[config.mk]
export PLATFORM = sky130hd
export DESIGN_NAME = riscv_alu
export DESIGN_NICKNAME = d
export VERILOG_FILES = /design/src/rtl/riscv_alu_pkg.sv /design/src/rtl/alu_shifter.sv /design/src/rtl/riscv_alu.sv
export SDC_FILE = /design/constraint.sdc
export NUM_CORES = 1
export LEC_CHECK = 0
export CORE_MARGIN = 2
export CORE_UTILIZATION = 30
export CTS_BUF_LIST = sky130_fd_sc_hd__clkbuf_4
export DETAILED_ROUTE_END_ITERATION = 7
export MAX_ROUTING_LAYER = met4
export PLACE_DENSITY_LB_ADDON = 0.05
export SYNTH_ARGS = -nofsm -noshare
export SYNTH_HDL_FRONTEND = slang
export SYNTH_SLANG_ARGS = --single-unit
[constraint.sdc]
create_clock -name clk -period 0.9 [get_ports clk]
set_input_delay 0.09 -clock clk [delete_from_list [all_inputs] [get_ports clk]]
set_output_delay 0.09 -clock clk [all_outputs]
set_load 0.01 [all_outputs]
[src/rtl/riscv_alu_pkg.sv]
// -----------------------------------------------------------------------------
// riscv_alu_pkg
// Shared decode constants for the RV32I execute-stage ALU: funct3 operation
// codes, bus widths and the funct7 bit that selects SUB / SRA.
// Build option: ALU_FLAGS_EN (see riscv_alu.sv) enables the status flags.
// -----------------------------------------------------------------------------
package riscv_alu_pkg;

    localparam int FUNCT3_W    = 3;
    localparam int FUNCT7_W    = 7;
    // funct7 bit that turns ADD into SUB and SRL into SRA
    localparam int F7_ALT_BIT  = 5;

    typedef enum logic [FUNCT3_W-1:0] {
        F3_ADD_SUB = 3'b000,
        F3_SLL     = 3'b001,
        F3_SLT     = 3'b010,
        F3_SLTU    = 3'b011,
        F3_XOR     = 3'b100,
        F3_SRL_SRA = 3'b101,
        F3_OR      = 3'b110,
        F3_AND     = 3'b111
    } f3_e;

endpackage

[src/rtl/alu_shifter.sv]
// -----------------------------------------------------------------------------
// alu_shifter
// Combinational log2(SIZE)-stage barrel shifter.
// Ports:
//   data   in  SIZE          value to shift
//   shamt  in  $clog2(SIZE)  shift amount
//   left   in  1             1 = shift left, 0 = shift right
//   arith  in  1             right shifts only: 1 = sign fill, 0 = zero fill
//   result out SIZE          shifted value
// Left shifts reuse the right-shift datapath by bit-reversing the operand on
// the way in and the result on the way out.
// -----------------------------------------------------------------------------
module alu_shifter #(
    parameter int SIZE = 32
) (
    input  logic [SIZE-1:0]         data,
    input  logic [$clog2(SIZE)-1:0] shamt,
    input  logic                    left,
    input  logic                    arith,
    output logic [SIZE-1:0]         result
);

    localparam int SHW = $clog2(SIZE);

    function automatic logic [SIZE-1:0] bit_reverse(input logic [SIZE-1:0] v);
        logic [SIZE-1:0] r;
        for (int i = 0; i < SIZE; i++) begin
            r[i] = v[SIZE-1-i];
        end
        return r;
    endfunction

    logic [SIZE-1:0]   stage;
    logic [2*SIZE-1:0] ext;
    logic              fill;

    always_comb begin
        fill  = arith & ~left & data[SIZE-1];
        stage = left ? bit_reverse(data) : data;
        ext   = '0;
        for (int s = 0; s < SHW; s++) begin
            if (shamt[s]) begin
                // fill bits sit above the operand and slide in from the top
                ext   = {{SIZE{fill}}, stage} >> (1 << s);
                stage = ext[SIZE-1:0];
            end
        end
        result = left ? bit_reverse(stage) : stage;
    end

endmodule

[src/rtl/riscv_alu.sv]
// -----------------------------------------------------------------------------
// riscv_alu
// RV32I integer ALU (ADD, SUB, SLL, SLT, SLTU, XOR, SRL, SRA, OR, AND) with a
// single registered output stage (latency 1).
// Build option: define ALU_FLAGS_EN to compute and register zero/neg/cry/ovf;
// without it the flag ports are tied to 0 and no flag logic exists.
// Ports:
//   clk     in   1      rising-edge clock
//   rst     in   1      asynchronous active-high reset, clears result and flags
//   f3_i    in   3      funct3 operation select
//   f7_i    in   7      funct7; only bit 5 (SUB / SRA) is used
//   op1_i   in   SIZE   operand 1 (rs1)
//   op2_i   in   SIZE   operand 2 (rs2 or immediate)
//   res_o   out  SIZE   registered result
//   zero_o  out  1      result == 0
//   neg_o   out  1      result MSB
//   cry_o   out  1      ADD carry out / SUB borrow, else 0
//   ovf_o   out  1      ADD/SUB signed overflow, else 0
// -----------------------------------------------------------------------------
module riscv_alu
    import riscv_alu_pkg::*;
#(
    parameter int SIZE = 32
) (
    input  logic                clk,
    input  logic                rst,
    input  logic [FUNCT3_W-1:0] f3_i,
    input  logic [FUNCT7_W-1:0] f7_i,
    input  logic [SIZE-1:0]     op1_i,
    input  logic [SIZE-1:0]     op2_i,
    output logic [SIZE-1:0]     res_o,
    output logic                zero_o,
    output logic                neg_o,
    output logic                cry_o,
    output logic                ovf_o
);

    localparam int SHW = $clog2(SIZE);

    f3_e             op;
    logic            alt;
    logic            use_sub;
    logic [SIZE-1:0] op2_x;
    logic [SIZE:0]   sum_ext;
    logic [SIZE-1:0] sum;
    logic            carry;
    logic            ovf;
    logic            lt_s;
    logic            lt_u;
    logic [SIZE-1:0] shift_res;
    logic [SIZE-1:0] res_d;
    logic            unused_f7;

    assign op        = f3_e'(f3_i);
    assign alt       = f7_i[F7_ALT_BIT];
    assign unused_f7 = ^{f7_i[FUNCT7_W-1:F7_ALT_BIT+1], f7_i[F7_ALT_BIT-1:0]};

    // One adder serves ADD, SUB and both compares; compares always subtract.
    assign use_sub = (op == F3_ADD_SUB) ? alt : 1'b1;
    assign op2_x   = op2_i ^ {SIZE{use_sub}};
    assign sum_ext = {1'b0, op1_i} + {1'b0, op2_x} + {{SIZE{1'b0}}, use_sub};
    assign sum     = sum_ext[SIZE-1:0];
    assign carry   = sum_ext[SIZE];

    // Overflow of op1 + op2_x: same operand signs, result sign differs.
    // This covers both the ADD and SUB definitions.
    assign ovf  = (op1_i[SIZE-1] == op2_x[SIZE-1]) && (sum[SIZE-1] != op1_i[SIZE-1]);
    assign lt_s = sum[SIZE-1] ^ ovf;
    // For subtraction carry out is the inverted borrow.
    assign lt_u = ~carry;

    alu_shifter #(
        .SIZE(SIZE)
    ) u_shifter (
        .data   (op1_i),
        .shamt  (op2_i[SHW-1:0]),
        .left   (op == F3_SLL),
        .arith  (alt),
        .result (shift_res)
    );

    always_comb begin
        res_d = '0;
        case (op)
            F3_ADD_SUB: res_d = sum;
            F3_SLL:     res_d = shift_res;
            F3_SLT:     res_d = {{(SIZE-1){1'b0}}, lt_s};
            F3_SLTU:    res_d = {{(SIZE-1){1'b0}}, lt_u};
            F3_XOR:     res_d = op1_i ^ op2_i;
            F3_SRL_SRA: res_d = shift_res;
            F3_OR:      res_d = op1_i | op2_i;
            F3_AND:     res_d = op1_i & op2_i;
            default:    res_d = '0;
        endcase
    end

    always_ff @(posedge clk or posedge rst) begin
        if (rst) begin
            res_o <= '0;
        end else begin
            res_o <= res_d;
        end
    end

`ifdef ALU_FLAGS_EN
    logic is_addsub;
    assign is_addsub = (op == F3_ADD_SUB);

    always_ff @(posedge clk or posedge rst) begin
        if (rst) begin
            zero_o <= 1'b0;
            neg_o  <= 1'b0;
            cry_o  <= 1'b0;
            ovf_o  <= 1'b0;
        end else begin
            zero_o <= (res_d == '0);
            neg_o  <= res_d[SIZE-1];
            // SUB reports borrow, ADD reports carry
            cry_o  <= is_addsub & (alt ? ~carry : carry);
            ovf_o  <= is_addsub & ovf;
        end
    end
`else
    assign zero_o = 1'b0;
    assign neg_o  = 1'b0;
    assign cry_o  = 1'b0;
    assign ovf_o  = 1'b0;
`endif

endmodule

After elaboration in Yosys (flattened, before gate mapping)

Index checks and enable logic that the tools add are counted.

Flip-flop bits (word level): 32
Bits of input ports: 76
Word-level logic and storage cells: 33
Output and inout bits: 36

Muxes and demuxes: 9
$add $sub $neg: 2
Equal/unequal tests: 9
Bitwise logic cells: 9
Reduce and logical (&&, ||, !) cells: 3

Operator list:

| operator                                                               | number |
|---|---|
| 32-bit 2-to-1 mux                                                      | 7 |
| 32-bit one-hot mux with 7 select lines                                 | 1 |
| 32-bit XOR                                                             | 2 |
| 32-bit by 32-bit adder with 33-bit output                              | 1 |
| 33-bit by 1-bit adder with 33-bit output                               | 1 |
| 32-bit bitwise AND                                                     | 1 |
| 32-bit bitwise OR                                                      | 1 |
| 3-bit equality test (second input constant)                            | 4 |
| 3-bit by 2-bit equality test with 1-bit output (second input constant) | 2 |
| 3-bit by 1-bit equality test with 1-bit output (second input constant) | 1 |
| 3-bit logical NOT                                                      | 1 |
| 1-bit bitwise AND                                                      | 2 |
| 1-bit inverter                                                         | 2 |
| 2-bit OR reduction                                                     | 1 |
| 1-bit equality test                                                    | 1 |
| 1-bit logical AND                                                      | 1 |
| 1-bit 2-to-1 mux                                                       | 1 |
| 1-bit != test                                                          | 1 |
| 1-bit XOR                                                              | 1 |

Logic depth before layout (Yosys ltp)

Word-level depth: 11
Depth in mapped cells: 16
Gate-level depth less buffers: 13

Cells and area by module

From an unflattened synthesis, not the netlist that was laid out.

Cells, all modules: 1078
Area, all modules: 8446.9 µm²

By module, submodules not included:

| module      | times used | cells an instance | area each (µm²) | seq. area each (µm²) |
|---|---|---|---|---|
| riscv_alu   | 1          | 617               | 4852.2          | 800.8 |
| alu_shifter | 1          | 461               | 3594.7          | 0.0 |

Least setup slack after synthesis

Ideal clock, no wire load.

Path type: input-to-reg
From: in f3_i[0]
To: reg res_o[29]
Arrival time: 3.250 ns
Data required time: 0.776 ns
Cell stages on the path: 14
Buffers on the path: 3
Slack: -2.474 ns
Path through: buf_4 -> nor4_2 -> buf_1 -> xnor2_1 -> ha_1 -> clkbuf_1 -> a21oi_1 -> o21ai_0 -> a221oi_1 -> o21ai_1 -> a21o_1 -> a31o_2 -> mux2i_1 -> a211o_1

Cells in the longest elaborated chain, start to end: 11
Elaborated cells on any way between the ends: 24

Ends and longest elaborated chain:

| what                                                                               | RTL line         | source |
|---|---|---|
| start: declaration                                                                 | riscv_alu.sv:27  | `input logic [FUNCT3_W-1:0] f3_i,` |
| branches (longest 10 deep; another with 32-bit by 32-bit adder with 33-bit output) | -                |  |
| 32-bit one-hot mux with 7 select lines *                                           | riscv_alu.sv:84  | `case (op)` |
| net res_d[29]                                                                      | riscv_alu.sv:51  | `logic [SIZE-1:0] res_d;` |
| end signal: assignment                                                             | riscv_alu.sv:101 | `res_o <= res_d;` |
| end: declaration                                                                   | riscv_alu.sv:31  | `output logic [SIZE-1:0] res_o,` |

Mark *: on every way through the listed nets, which the timed path passes.

Worst setup path after layout

From: in f3_i[2]
To: reg res_o[14]

Same word-level chain as after synthesis.

==> impl_results.md <==
* Number of synthesized flops with an enable pin at 0
* Initial antenna violation count at 2
* Leakage power at 5.98 nW
* Share of the synthesized area in the top cell type at 15.8%
* Measured slew at the worst slew-check pin at 0.769 ns
* Largest net degree at the start of global routing at 66
* HP Class: input pin to async pin
* Core area at 0.0250 mm^2
* Fill cells at 2425
* Netlist Area Pre-Place at 0.00760 mm^2
* Largest regs: res_o (32)
* Avg Cell Area, Syn at 7.84 um^2
* Clk slew on worst S/H paths at 0.14 ns
* Sw frac at 44.1%
* Cells after synthesis at 970
* Worst-path fanout max at 6
* Part of the power in registers at 13.7%
* Max Buffers Root-to-Sink at 2
* Setup CP Type: input pin to register
* Worst vdd ir at 589 uV
* Gate power share at 75.7%
* Hold Violations, Final at 0
* Initial DRC Count at 729
* Total negative slack at -56.24 ns
* Final hold slack at 0.0377 ns
* Post-DRT Antenna Nets at 0
* Slew HR at 48.7%
* Failing checks: setup timing
* F_max at 0.369 GHz
* Most frequent cells after synthesis: a21oi_1 (98), ha_1 (96), nand2_1 (86), inv_1 (70), nor2_1 (69)
* Most frequent cell after synthesis: a21oi_1
* Starting Density at 30.4%
* HPWL Detailed at 31200 um
* Final setup viols at 64
* Residual DRC count at 0
* CP Data Arrival Time at 2.99 ns
* Top Ports at 112
* RSZ-0062 raised after global routing: yes
* Cell accounting for the most synthesized area: ha_1
* Largest register FFs at 32
* Total wire length at 39800 um
* Vias per std cell at 5.46
* Total CTS buffers at 5
* Vias in the first global route at 9328
* Clock Sinks at 32
* Row Count at 58
* Seq. cell area at 801 um^2
* WL per Instance at 22.7 um
* Yosys reg bits at 32
* Switching power at 5.44 mW
* Share of layout cells above drive strength 1 at 47.5%
* Setup crit end kind: register
* Fin crit period at 2.71 ns
* Synth area leaders: ha_1 (16%), mux4_2 (12%), dfrtp_1 (11%)
* Buffers on Ports at 101
* GPL Wtd Cong at 0.972
* YS warnings at 0
* Die Ht at 163 um
* Drt first pass iters at 7
* Multi-input gate area at 0.00732 mm^2
* Crit path setup slack, layout at -1.81 ns
* Status: finished with violations
* H-tree depth at 2
* Die W at 163 um
* Nets at 1594
* Async set-reset flop share out of synthesis at 100%
* DR vias at 9570
* Netlist cell types at 71
* Layout Area Growth over Synthesis at 73.3%
* Max cap viols at 0
* Pwr Total at 12.3 mW
* Root Buffer: clkbuf_4
* GRT Overall Usage at 30.3%
* Clk pwr share at 10.6%
* CTS tree: done
* Critical Path RT at 1.18 ns
* Grt ovf at 0
* Full die area at 0.0266 mm^2
* PwrDens at 936 mW/mm^2
* Fin. max-slew vios at 0
* Post-CTS Hold Fix Bufs at 0
* Synth Flop Type: dfrtp_1
* Post-route clock period utilization at 301%
* Internal power at 6.90 mW
* First-pass GRT wire length at 58500 um
* Register area share after synthesis at 10.5%
* Largest reg by FF count: res_o
* Startpoint Class: input pin
## worst max path at each step
stage               slack, ns    start         to  cells after the start
floorplan               -1.93  f3_i[2]  res_o[29]                     14
global placement        -2.65  f3_i[2]  res_o[31]                     15
detailed placement      -2.67  f3_i[2]  res_o[29]                     14
CTS                     -1.77  f7_i[5]  res_o[29]                     15
global route            -1.91  f3_i[2]  res_o[26]                     17
finish                  -1.81  f3_i[2]  res_o[14]                     17
## metal layers
metal / vias to the layer above / share of wire, % / track usage [%]
met3: 54 / 6.0 / 3.91
met4: 0 / 2.5 / 6.48
met1: 4706 / 45 / 40.7
met2: 331 / 47 / 48.7
met5: - / 0 / -
li1: 4479 / - / -
## cell usage in the layout, fill, tap and decap left out, drive strengths merged, types with 3 or more instances in the layout
cell type / instances
buf: 450
a21oi: 99
ha: 96
nand2: 86
inv: 71
nor2: 69
o21ai: 69
clkdlybuf4s50: 58
xnor2: 51
mux2i: 46
mux4: 42
dfrtp: 32
o22ai: 22
nand3: 19
o211ai: 17
a21o: 15
nor3: 15
a31oi: 12
a221oi: 11
nand4: 10
a22oi: 10
o221ai: 9
a211oi: 9
xor2: 8
o21a: 6
clkbuf: 6
dlygate4sd2: 6
mux2: 6
nor4: 5
or2: 4
conb: 4
a21boi: 3
clkinv: 3
o211a: 3
and3: 3
o2bb2ai: 3
o32ai: 3
## power groups by stage
stage / combinational (mW) / sequential [mW] / clock (mW)
detailed placement: 7.78 / 1.73 / 0
finish: 9.33 / 1.69 / 1.31
global route: 9.92 / 1.71 / 1.40
global placement: 7.82 / 1.73 / 0
floorplan: 3.56 / 1.82 / 0
CTS: 8.49 / 1.70 / 1.35
## through the flow
stage          std cells  cell area, um^2  util (%)  worst slack, ns
2_1_floorplan        973             7810         -            -1.93
3_3_place_gp        1688            11600      46.4            -2.65
3_5_place_dp        1688            11600      46.4            -2.67
4_1_cts             1730            12500      49.8            -1.77
5_1_grt             1753            13200      52.6            -1.91
6_report            1753            13200      52.6            -1.81
## critical path, stage by stage
cell and delay [ns]:
buf_8 0.10, nor4_4 0.31, buf_12 0.20, buf_8 0.12
xnor2_2 0.07, ha_1 0.34, and3_4 0.20, a221o_1 0.37
a21oi_4 0.22, buf_6 0.15, buf_4 0.11, buf_6 0.09
nand2_4 0.04, a21o_1 0.16, a21oi_2 0.14, xor2_1 0.18
a21oi_1 0.09
## what timing repair did
item | in CTS | in global routing
resized for setup | 279 | 115
gates cloned | 1 | 0
endpoints found under the setup margin | 64 | 64
setup buffers | 34 | 29
pin swaps | 65 | 76
## area by class of cell
type / count / share of cell area, %
Clock inverter: 2 / 0.266
Multi-Input combinational cell: 794 / 55.5
Clock buffer: 6 / 0.342
Antenna cell: 1 / 0.0190
Sequential cell: 32 / 6.08
Tap cell: 330 / 3.13
Timing Repair Buffer: 515 / 32.6
Inverter: 73 / 2.08
## logic make-up (layout without fill, tap and decap cells)
group           Yosys count  after routing  synth area share (%)
xor+xnor                 59             59                  6.80
simple gates            222            222                  12.9
mux                      94             94                  19.4
buf+inv                 147            596                  7.82
compound gates          318            318                  26.4
flops                    32             32                  10.5
other cells               1              5                0.0493
fa+ha+maj                97             97                  16.1
Power figures use the tool's default switching activity.
